## config.mk

```make
export PLATFORM = sky130hd
export DESIGN_NAME = cpu_run_ctrl_flat
export DESIGN_NICKNAME = d
export VERILOG_FILES = /design/src/rtl/cpu_run_pkg.sv /design/src/rtl/cpu_run_ctrl_if.sv /design/src/rtl/run_cycle_counter.sv /design/src/rtl/cpu_run_ctrl.sv /design/src/flat_wrapper.sv
export SDC_FILE = /design/constraint.sdc
export NUM_CORES = 1
export LEC_CHECK = 0
export CAP_MARGIN = 0
export CORE_MARGIN = 10
export CORE_UTILIZATION = 36
export CTS_CLUSTER_SIZE = 30
export DETAILED_ROUTE_END_ITERATION = 6
export PLACE_DENSITY = 0.87
export SYNTH_ARGS = -nofsm -noshare
export SYNTH_HDL_FRONTEND = slang
export SYNTH_HIERARCHICAL = 1
export SYNTH_SLANG_ARGS = --single-unit
```

## constraint.sdc

```tcl
create_clock -name clk -period 2.52 [get_ports clk]
set_input_delay 0.504 -clock clk [delete_from_list [all_inputs] [get_ports clk]]
set_output_delay 0.504 -clock clk [all_outputs]
set_load 0.05 [all_outputs]
```

## src/rtl/cpu_run_pkg.sv

```systemverilog
// Shared types and helpers for the CPU run controller: FSM state encoding and
// the one-bit rotate used by the optional register-file signature.
package cpu_run_pkg;

    localparam int SIG_MAX_W = 64;

    typedef enum logic [2:0] {
        ST_IDLE  = 3'd0,
        ST_RESET = 3'd1,
        ST_RUN   = 3'd2,
        ST_DUMP  = 3'd3,
        ST_DONE  = 3'd4
    } run_state_t;

    // Rotate left by one within the low w bits; bits at and above w are zeroed.
    function automatic logic [SIG_MAX_W-1:0] rotl1(input logic [SIG_MAX_W-1:0] v, input int w);
        logic [SIG_MAX_W-1:0] mask;
        if (w >= SIG_MAX_W) begin
            mask = {SIG_MAX_W{1'b1}};
        end else begin
            mask = (64'd1 << w) - 64'd1;
        end
        return ((v << 1) | ((v >> (w - 1)) & 64'd1)) & mask;
    endfunction

endpackage

```

## src/rtl/cpu_run_ctrl_if.sv

```systemverilog
// Register-dump stream between the run controller (master) and its sink (slave).
interface cpu_run_ctrl_if #(
    parameter int NREGS = 32,
    parameter int WIDTH = 32
);
    localparam int ADDRW = $clog2(NREGS);

    logic             dump_valid;
    logic             dump_ready;
    logic [ADDRW-1:0] dump_idx;
    logic [WIDTH-1:0] dump_data;

    modport master (output dump_valid, output dump_idx, output dump_data, input dump_ready);
    modport slave  (input dump_valid, input dump_idx, input dump_data, output dump_ready);

endinterface

```

## src/rtl/run_cycle_counter.sv

```systemverilog
// Saturating counter with synchronous load; used for both the CPU reset hold
// and the run-cycle budget.
module run_cycle_counter #(
    parameter int W = 8
) (
    input  logic         clk,
    input  logic         reset_n,
    input  logic         load,
    input  logic [W-1:0] load_val,
    input  logic         inc,
    input  logic [W-1:0] max_val,
    output logic [W-1:0] count
);

    logic [W-1:0] count_r;

    // Load wins over increment; counting stops at max_val rather than wrapping.
    always_ff @(posedge clk or negedge reset_n) begin
        if (!reset_n) begin
            count_r <= W'(0);
        end else if (load) begin
            count_r <= load_val;
        end else if (inc && (count_r != max_val)) begin
            count_r <= count_r + W'(1);
        end else begin
            count_r <= count_r;
        end
    end

    assign count = count_r;

endmodule

```

## src/rtl/cpu_run_ctrl.sv

```systemverilog
// CPU run controller: reset sequencing, bounded run, register-file dump.
// Optional signature check enabled by defining CPU_RUN_CTRL_SIGNATURE_EN.
module cpu_run_ctrl
    import cpu_run_pkg::*;
#(
    parameter  int NREGS        = 32,
    parameter  int WIDTH        = 32,
    parameter  int RESET_CYCLES = 2,
    parameter  int MAX_CYCLES   = 100,
    localparam int ADDRW        = $clog2(NREGS),
    localparam int RUNW         = $clog2(MAX_CYCLES + 1),
    localparam int RSTW         = $clog2(RESET_CYCLES + 1)
) (
    input  logic             clk,
    input  logic             reset_n,
    input  logic             start,
    input  logic             halt,
    output logic             cpu_reset,
    output logic [ADDRW-1:0] rf_raddr,
    input  logic [WIDTH-1:0] rf_rdata,
    cpu_run_ctrl_if.master   dp,
    input  logic [WIDTH-1:0] expected_sig,
    output logic [RUNW-1:0]  run_cycles,
    output logic             done,
    output logic             timeout,
    output logic             pass
);

    run_state_t       state_r, state_nxt_s;
    logic [RSTW-1:0]  rst_cnt_s;
    logic [ADDRW-1:0] dump_idx_r;
    logic             cpu_reset_r, dump_valid_r, done_r, timeout_r, pass_r;
    logic             cpu_reset_nxt_s, dump_valid_nxt_s, done_nxt_s;
    logic             enter_reset_s, set_timeout_s, rst_inc_s, run_inc_s;
    logic             beat_s, last_beat_s, rst_done_s, run_limit_s, pass_nxt_s;

    assign beat_s      = dump_valid_r && dp.dump_ready;
    assign last_beat_s = beat_s && (dump_idx_r == ADDRW'(NREGS - 1));
    assign rst_done_s  = (rst_cnt_s == RSTW'(RESET_CYCLES - 1));
    assign run_limit_s = (run_cycles == RUNW'(MAX_CYCLES - 1));

    run_cycle_counter #(.W(RSTW)) u_rst_cnt (
        .clk      (clk),
        .reset_n  (reset_n),
        .load     (enter_reset_s),
        .load_val (RSTW'(0)),
        .inc      (rst_inc_s),
        .max_val  (RSTW'(RESET_CYCLES - 1)),
        .count    (rst_cnt_s)
    );

    run_cycle_counter #(.W(RUNW)) u_run_cnt (
        .clk      (clk),
        .reset_n  (reset_n),
        .load     (enter_reset_s),
        .load_val (RUNW'(0)),
        .inc      (run_inc_s),
        .max_val  (RUNW'(MAX_CYCLES)),
        .count    (run_cycles)
    );

    // State register.
    always_ff @(posedge clk or negedge reset_n) begin
        if (!reset_n) begin
            state_r <= ST_IDLE;
        end else begin
            state_r <= state_nxt_s;
        end
    end

    // Next-state logic; halt is checked before the budget so it wins a tie.
    always_comb begin
        state_nxt_s = state_r;
        case (state_r)
            ST_IDLE:  if (start) state_nxt_s = ST_RESET; else state_nxt_s = ST_IDLE;
            ST_RESET: if (rst_done_s) state_nxt_s = ST_RUN; else state_nxt_s = ST_RESET;
            ST_RUN:   if (halt || run_limit_s) state_nxt_s = ST_DUMP; else state_nxt_s = ST_RUN;
            ST_DUMP:  if (last_beat_s) state_nxt_s = ST_DONE; else state_nxt_s = ST_DUMP;
            ST_DONE:  if (start) state_nxt_s = ST_RESET; else state_nxt_s = ST_DONE;
            default:  state_nxt_s = ST_IDLE;
        endcase
    end

    // Output decode from the next state so the registered outputs line up with state_r.
    always_comb begin
        enter_reset_s    = (state_nxt_s == ST_RESET) && (state_r != ST_RESET);
        cpu_reset_nxt_s  = (state_nxt_s != ST_RUN);
        dump_valid_nxt_s = (state_nxt_s == ST_DUMP);
        done_nxt_s       = (state_nxt_s == ST_DONE);
        set_timeout_s    = (state_r == ST_RUN) && !halt && run_limit_s;
        rst_inc_s        = (state_r == ST_RESET);
        run_inc_s        = (state_r == ST_RUN);
    end

    // Registered outputs and per-run status, all cleared when a new run begins.
    always_ff @(posedge clk or negedge reset_n) begin
        if (!reset_n) begin
            cpu_reset_r  <= 1'b1;
            dump_valid_r <= 1'b0;
            done_r       <= 1'b0;
            timeout_r    <= 1'b0;
            pass_r       <= 1'b0;
            dump_idx_r   <= ADDRW'(0);
        end else begin
            cpu_reset_r  <= cpu_reset_nxt_s;
            dump_valid_r <= dump_valid_nxt_s;
            done_r       <= done_nxt_s;
            if (enter_reset_s) begin
                timeout_r  <= 1'b0;
                pass_r     <= 1'b0;
                dump_idx_r <= ADDRW'(0);
            end else begin
                if (set_timeout_s) timeout_r <= 1'b1; else timeout_r <= timeout_r;
                if (last_beat_s) pass_r <= pass_nxt_s; else pass_r <= pass_r;
                if (beat_s && !last_beat_s) dump_idx_r <= dump_idx_r + ADDRW'(1);
                else dump_idx_r <= dump_idx_r;
            end
        end
    end

`ifdef CPU_RUN_CTRL_SIGNATURE_EN
    logic [WIDTH-1:0] sig_r, sig_upd_s;

    assign sig_upd_s  = WIDTH'(rotl1(SIG_MAX_W'(sig_r), WIDTH)) ^ rf_rdata;
    assign pass_nxt_s = !timeout_r && (sig_upd_s == expected_sig);

    // Signature accumulates every accepted beat; the final beat is folded into pass.
    always_ff @(posedge clk or negedge reset_n) begin
        if (!reset_n) begin
            sig_r <= {WIDTH{1'b0}};
        end else if (enter_reset_s) begin
            sig_r <= {WIDTH{1'b0}};
        end else if (beat_s) begin
            sig_r <= sig_upd_s;
        end else begin
            sig_r <= sig_r;
        end
    end
`else
    logic unused_expected_sig_s;

    assign unused_expected_sig_s = ^expected_sig;
    assign pass_nxt_s            = !timeout_r;
`endif

    assign cpu_reset     = cpu_reset_r;
    assign rf_raddr      = dump_idx_r;
    assign dp.dump_valid = dump_valid_r;
    assign dp.dump_idx   = dump_idx_r;
    assign dp.dump_data  = rf_rdata;
    assign done          = done_r;
    assign timeout       = timeout_r;
    assign pass          = pass_r;

endmodule

```

## src/flat_wrapper.sv

```systemverilog
// flat-port wrapper written by rule: the top's interface ports become plain ports
module cpu_run_ctrl_flat import cpu_run_pkg::*;
#(
    parameter  int NREGS        = 32,
    parameter  int WIDTH        = 32,
    parameter  int RESET_CYCLES = 2,
    parameter  int MAX_CYCLES   = 100,
    localparam int ADDRW        = $clog2(NREGS),
    localparam int RUNW         = $clog2(MAX_CYCLES + 1),
    localparam int RSTW         = $clog2(RESET_CYCLES + 1)
)
  (clk, reset_n, start, halt, cpu_reset, rf_raddr, rf_rdata, expected_sig, run_cycles, done, timeout, pass, dp_dump_valid, dp_dump_idx, dp_dump_data, dp_dump_ready);
  cpu_run_ctrl_if #(.NREGS(NREGS), .WIDTH(WIDTH)) dp_i ();
  input  logic clk;
  input  logic reset_n;
  input  logic start;
  input  logic halt;
  output logic cpu_reset;
  output logic [ADDRW-1:0] rf_raddr;
  input  logic [WIDTH-1:0] rf_rdata;
  input  logic [WIDTH-1:0] expected_sig;
  output logic [RUNW-1:0] run_cycles;
  output logic done;
  output logic timeout;
  output logic pass;
  output wire logic [$bits(dp_i.dump_valid)-1:0] dp_dump_valid;
  output wire logic [$bits(dp_i.dump_idx)-1:0] dp_dump_idx;
  output wire logic [$bits(dp_i.dump_data)-1:0] dp_dump_data;
  input wire logic [$bits(dp_i.dump_ready)-1:0] dp_dump_ready;
  assign dp_dump_valid = dp_i.dump_valid;
  assign dp_dump_idx = dp_i.dump_idx;
  assign dp_dump_data = dp_i.dump_data;
  assign dp_i.dump_ready = dp_dump_ready;
  cpu_run_ctrl #(.NREGS(NREGS), .WIDTH(WIDTH), .RESET_CYCLES(RESET_CYCLES), .MAX_CYCLES(MAX_CYCLES)) u_core (.clk(clk), .reset_n(reset_n), .start(start), .halt(halt), .cpu_reset(cpu_reset), .rf_raddr(rf_raddr), .rf_rdata(rf_rdata), .dp(dp_i), .expected_sig(expected_sig), .run_cycles(run_cycles), .done(done), .timeout(timeout), .pass(pass));
endmodule
```

==> impl_metrics.tcl, run 1 <==
set metrics [dict create \
    status "complete, no violations" \
    post_drt_wl_per_cell_um 12.5 \
    ys_warn_count 6 \
    nets 249 \
    critPathArrivalTime_ps 1610 \
    post-cts-setup-buffer-count 0 \
    syn_inst 164 \
    rsz0062_at_grt "no" \
    clockRootBuffer "clkbuf_8" \
    ant_nets 0 \
    grt_max_degree 27 \
    slew_viol_final 0 \
    port_buffers 26 \
    yosysSeqAreaShare_pct 35.8 \
    utilization_pct 42.1 \
    p_int_mw 1.10 \
    mostFrequentLayoutCells "26 x clkdlybuf4s50_1, 21 x dfrtp_1, 21 x conb_1" \
    ir_worst_vdd_mv 0.414 \
    p_clk_share_pct 11.2 \
    crit_buf_inv 1 \
    crit_type "reg2out" \
    yosysTopAreaCell "dfrtp_1" \
    grtUsageMet1_pct 8.31 \
    antenna_found_initial 0 \
    tns_ps 0 \
    cts_tree "done" \
    grt_pass1_wl_um 4910 \
    fin_skew_ps 2.51 \
    gr-total-overflow 0 \
    met2_usage_pct 13.3 \
    vias 1059 \
    clk_latency_ps 250 \
    final-setup-viol-count 0 \
    drv_cap 0 \
    synth.avg_cell_area_um2 9.41 \
    async_flop_share_pct 100 \
    critPathSlowestCell "clkdlybuf4s50_1" \
    multiInputGateArea_um2 761 \
    grt_busiest_layer "met2" \
    yosysTopAreaCellShare_pct 34.1 \
    max_slew_margin_pct 66.3 \
    critPathRequiredTime_ps 2020 \
    hold_class "reg2reg" \
    fin_ws_ps 410 \
    cts_max_level 1 \
    cp-start-kind "flop" \
    grtUsageTotal_pct 7.92 \
    synth_flop_cell "dfrtp_1" \
    cts_buffer_depth 2 \
    drive_above_1_share_pct 9.66 \
    antenna-diode-count 0 \
    hold_violations 0 \
    sw_frac_of_total_pct 50.5 \
    drc 0 \
    coreArea_mm2 0.00409 \
    synthDistinctLibCells 46 \
    path_clk_slew_ps 80 \
    p_comb_share_pct 58.3 \
    dieArea_mm2 0.00730 \
    viasPerCell 4.69 \
    seqPwrFrac_pct 30.5 \
    areaGrowthSynthToFinish_pct 11.5 \
    power.density_mw_per_mm2 1290 \
    fmax_mhz 474 \
    p_sw_mw 1.12 \
    drt_wl_total_um 2830 \
    endpoint_kind "output port" \
    cp_cell_sequence "clkdlybuf4s50_1" \
    rows 23 \
    synthTopCellsByArea "dfrtp_1 34%, buf_4 18%, xor2_1 5.1%" \
    worst-path-max-fanout 7 \
    netlist_area_mm2 0.00154 \
    seqCellArea_um2 552 \
    io_pins 123 \
    drt_iter0_drc 57 \
    drt_first_pass_iters 4 \
    cts.sinks 22 \
    place_hpwl_um 2140 \
    critPathTopFamily "buffers and inverters" \
    dpl_worst_slack_ps 595 \
    cts_resized 0 \
    met3_usage_pct 4.11 \
    min_period_ps 2110 \
    numCtsBuffers 3 \
    grt_pass1_vias 1070 \
    fillers 412 \
    synth-seq-cells 22 \
    fin_hold_ws_ps 514 \
    cts_hold_repair.buffers 0 \
    tightest_slew_ps 505 \
    die_y_um 85.5 \
    critPathMaxStageDelay_ps 860 \
    synth-edff-count 0 \
    die_w_um 85.5 \
    gp_congestion 0.787 \
    final_common_cell "clkdlybuf4s50_1" \
    fin_crit_sh_pct 83.7 \
    p_leak_nw 0.725 \
    start_util_pct 37.8 \
]
[cell usage after synthesis, types with 2 or more instances]
cell      instances
buf_4            37
dfrtp_1          21
nand2_1          16
xor2_1            9
nor2_1            7
xnor2_1           7
a21oi_1           6
o21ai_1           5
inv_1             4
nand4_1           4
a31oi_1           3
ha_1              3
nand2b_1          3
o21ai_0           3
and3_1            2
conb_1            2
nor2b_1           2
nor3_1            2
[final cells by class]
type	instances	share of cell area [%]
inverter	4	0.873
multi-input combinational	118	44.2
timing repair buffer	28	16.0
clock buffer	4	3.20
tap	50	3.64
sequential	22	32.1
[metal layers]
layer	routed length, µm	vias to the layer above
li1	-	523
met2	1320	37
met5	0	-
met4	16	0
met3	365	2
met1	1130	497
[power groups by stage]
| stage | Sequential (mW) | Combinational, mW | Clock, mW |
|---|---|---|---|
| 4_1_cts | 0.680 | 1.31 | 0.255 |
| 3_5_place_dp | 0.686 | 1.30 | 0 |
| 3_3_place_gp | 0.676 | 1.27 | 0 |
| 6_report | 0.675 | 1.29 | 0.247 |
| 5_1_grt | 0.711 | 1.39 | 0.276 |
| 2_1_floorplan | 1.01 | 0.749 | 0 |
[cells by family (layout without fill, tap and decap cells)]
kind of cell             Yosys count  count (layout)  share of synthesized area (%)
buffers and inverters             43              36                           19.5
other                              2              21                          0.487
AND/OR/NAND/NOR                   49              49                           19.3
flip-flops                        22              22                           35.8
AO/OA/AOI/OAI                     26              26                           11.3
adder cells (fa/ha/maj)            3               3                           2.43
XOR/XNOR                          16              16                           9.08
multiplexers                       3               3                           2.11
[stage by stage]
| step | std cells | power (mW) | area [µm²] |
|---|---|---|---|
| 3_3_place_gp | 222 | 1.95 | 1670 |
| 3_5_place_dp | 222 | 1.99 | 1670 |
| 2_1_floorplan | 183 | 1.76 | 1610 |
| 4_1_cts | 226 | 2.24 | 1720 |
| 6_report | 226 | 2.21 | 1720 |
| 5_1_grt | 226 | 2.38 | 1720 |
[path summary, 6_finish.rpt]
kind	slack [ps]	to	cells after the start	start
setup / recovery	410	run_cycles[3]	1	u_core/u_run_cnt/count[3]
hold / removal	510	u_core/state_r[1]	1	u_core/state_r[2]
setup reg to reg	560	u_core/u_run_cnt/count[1]	5	u_core/state_r[1]
hold reg to reg	510	u_core/state_r[1]	1	u_core/state_r[2]
max in group asynchronous	1660	u_core/cpu_reset	2	reset_n
min in group asynchronous	580	u_core/done	2	reset_n
[sequential cells by signal (all words and copies together) (netlist names)]
signal	flops
u_core/dp.dump_idx	5
u_core/state_r	3
u_core/u_run_cnt/count	7
u_core/timeout	1
u_core/dp.dump_valid	1
u_core/cpu_reset	1
u_core/pass	1
u_core/u_rst_cnt/count	2
u_core/done	1
No activity file was read; power rests on OpenSTA's default activity.
==> run 2: changes to the inputs <==
--- a/config.mk
+++ b/config.mk
@@ -7,10 +7,10 @@
 export LEC_CHECK = 0
 export CAP_MARGIN = 0
 export CORE_MARGIN = 10
-export CORE_UTILIZATION = 36
+export CORE_UTILIZATION = 30
 export CTS_CLUSTER_SIZE = 30
 export DETAILED_ROUTE_END_ITERATION = 6
-export PLACE_DENSITY = 0.87
+export PLACE_DENSITY = 0.77
 export SYNTH_ARGS = -nofsm -noshare
 export SYNTH_HDL_FRONTEND = slang
 export SYNTH_HIERARCHICAL = 1
==> constraint.sdc (replaced) <==
create_clock -name clk -period 1.8 [get_ports clk]
set_input_delay 0.36 -clock clk [delete_from_list [all_inputs] [get_ports clk]]
set_output_delay 0.36 -clock clk [all_outputs]
set_load 0.05 [all_outputs]
==> impl_metrics.tcl, run 2 (same netlist as run 1, synthesis figures left out) <==
set metrics [dict create \
    drt_iter0_drc 51 \
    regToRegSetupSlack_ps 80 \
    critPathRequiredTime_ps 2010 \
    cts.sinks 22 \
    seqCellArea_um2 566 \
    worst-path-max-fanout 4 \
    final-setup-viol-count 0 \
    path_depth 8 \
    final_common_cell "buf_4" \
    cts_hold_repair.buffers 0 \
    fin_crit_sh_pct 95.3 \
    io_pins 123 \
    crit_type "reg2reg" \
    cts_tree "done" \
    die_y_um 91.7 \
    dpl.cell_count 254 \
    post_drt_wl_per_cell_um 12.2 \
    areaGrowthSynthToFinish_pct 22.2 \
    viasPerCell 4.24 \
    finalNonFillerCells 262 \
    hold_violations 0 \
    slew_viol_final 0 \
    min_period_ps 1720 \
    grt_pass1_wl_um 5300 \
    p_leak_nw 0.820 \
    drive_above_1_share_pct 37.0 \
    antenna-diode-count 0 \
    power.density_mw_per_mm2 1790 \
    gp_congestion 0.786 \
    ir_worst_vdd_mv 0.738 \
    clk_latency_ps 260 \
    drt_wl_total_um 3190 \
    cp-start-kind "flop" \
    cp_cell_sequence "ha_4, and3_4, ha_4, nand4_1, buf_4, inv_1, a211oi_2, and2_1" \
    cts_max_level 1 \
    dieArea_mm2 0.00841 \
    critPathSlowestCell "dfrtp_2" \
    die_w_um 91.7 \
    drv_cap 0 \
    fillers 512 \
    ant_nets 0 \
    drt_first_pass_iters 4 \
    endpoint_kind "flop" \
    critPathArrivalTime_ps 1920 \
    gr-total-overflow 0 \
    status "complete, no violations" \
    clockRootBuffer "clkbuf_8" \
    fmax_mhz 583 \
    multiInputGateArea_um2 806 \
    mostFrequentLayoutCells "40 x buf_4, 21 x conb_1, 16 x nand2_1" \
    critPathTopFamily "simple AND/OR/NAND/NOR gates" \
    critPathMaxStageDelay_ps 450 \
    path_clk_slew_ps 80 \
    cts_buffer_depth 2 \
    grt_max_degree 23 \
    vias 1110 \
    cp_common_cell "ha_4" \
    numCtsBuffers 3 \
    antenna_found_initial 0 \
    nets 265 \
    cts_resized 0 \
    port_buffers 26 \
    coreArea_mm2 0.00504 \
    fin_skew_ps 1.79 \
    reg2regPathDepth 8 \
    drc 0 \
    start_util_pct 30.6 \
    crit_buf_inv 2 \
    grt_pass1_vias 1121 \
    grtUsageTotal_pct 7.58 \
    hold_class "in2async" \
    fin_hold_ws_ps 445 \
    rows 26 \
    largest_reg_flops 7 \
    place_hpwl_um 2490 \
]
==> run 2: final timing paths <==
check | from | end
worst max-delay path | u_core/dp.dump_idx[1] | u_core/dp.dump_valid
worst min-delay path | reset_n | u_core/dp.dump_idx[2]
worst max register to register | u_core/dp.dump_idx[1] | u_core/dp.dump_valid
worst min register to register | u_core/pass | u_core/pass
max in group asynchronous | reset_n | u_core/cpu_reset
min in group clk | u_core/pass | u_core/pass
==> run 2: cell type report <==
type,count,share of cell area [%]
flip-flops and latches,22,30.0
well taps,70,4.64
clock inverters,1,1.59
inverters,4,0.796
clock buffers,3,2.19
repair buffers,44,18.0
multi-input cells,118,42.7
==> run 2: stage by stage <==
stage                     TNS, ps  util [%]  setup WS, ps  total power [mW]  cell area (µm²)
after floorplan             -59.9         -         -34.7              2.54             1670
after global placement          0      35.4          66.5              2.84             1780
after detailed placement        0      35.4          59.0              2.89             1780
after CTS                       0      36.8          43.3              3.37             1860
after global routing        -25.9      37.4         -25.9              3.62             1890
final                           0      37.4          84.8              3.38             1890
==> run 2: per-layer routing <==
metal	global-route usage, %	up-vias	wire (µm)	part of all wire (%)
li1	-	556	-	-
met1	8.85	525	1400	44
met2	12.0	25	1490	47
met3	3.18	4	264	8.3
met4	3.08	0	33	1.0
met5	0	-	0	0
==> run 2: report_power, final <==
part	internal, mW	switching (mW)
registers	0.704	0.247
clock network	0.297	0.164
logic	0.741	1.23
total	1.74	1.64
==> run 2: timing repair <==
item                                   CTS  global route
setup buffers                            0             4
setup endpoints to repair                0             1
endpoints found under the hold margin    0             0
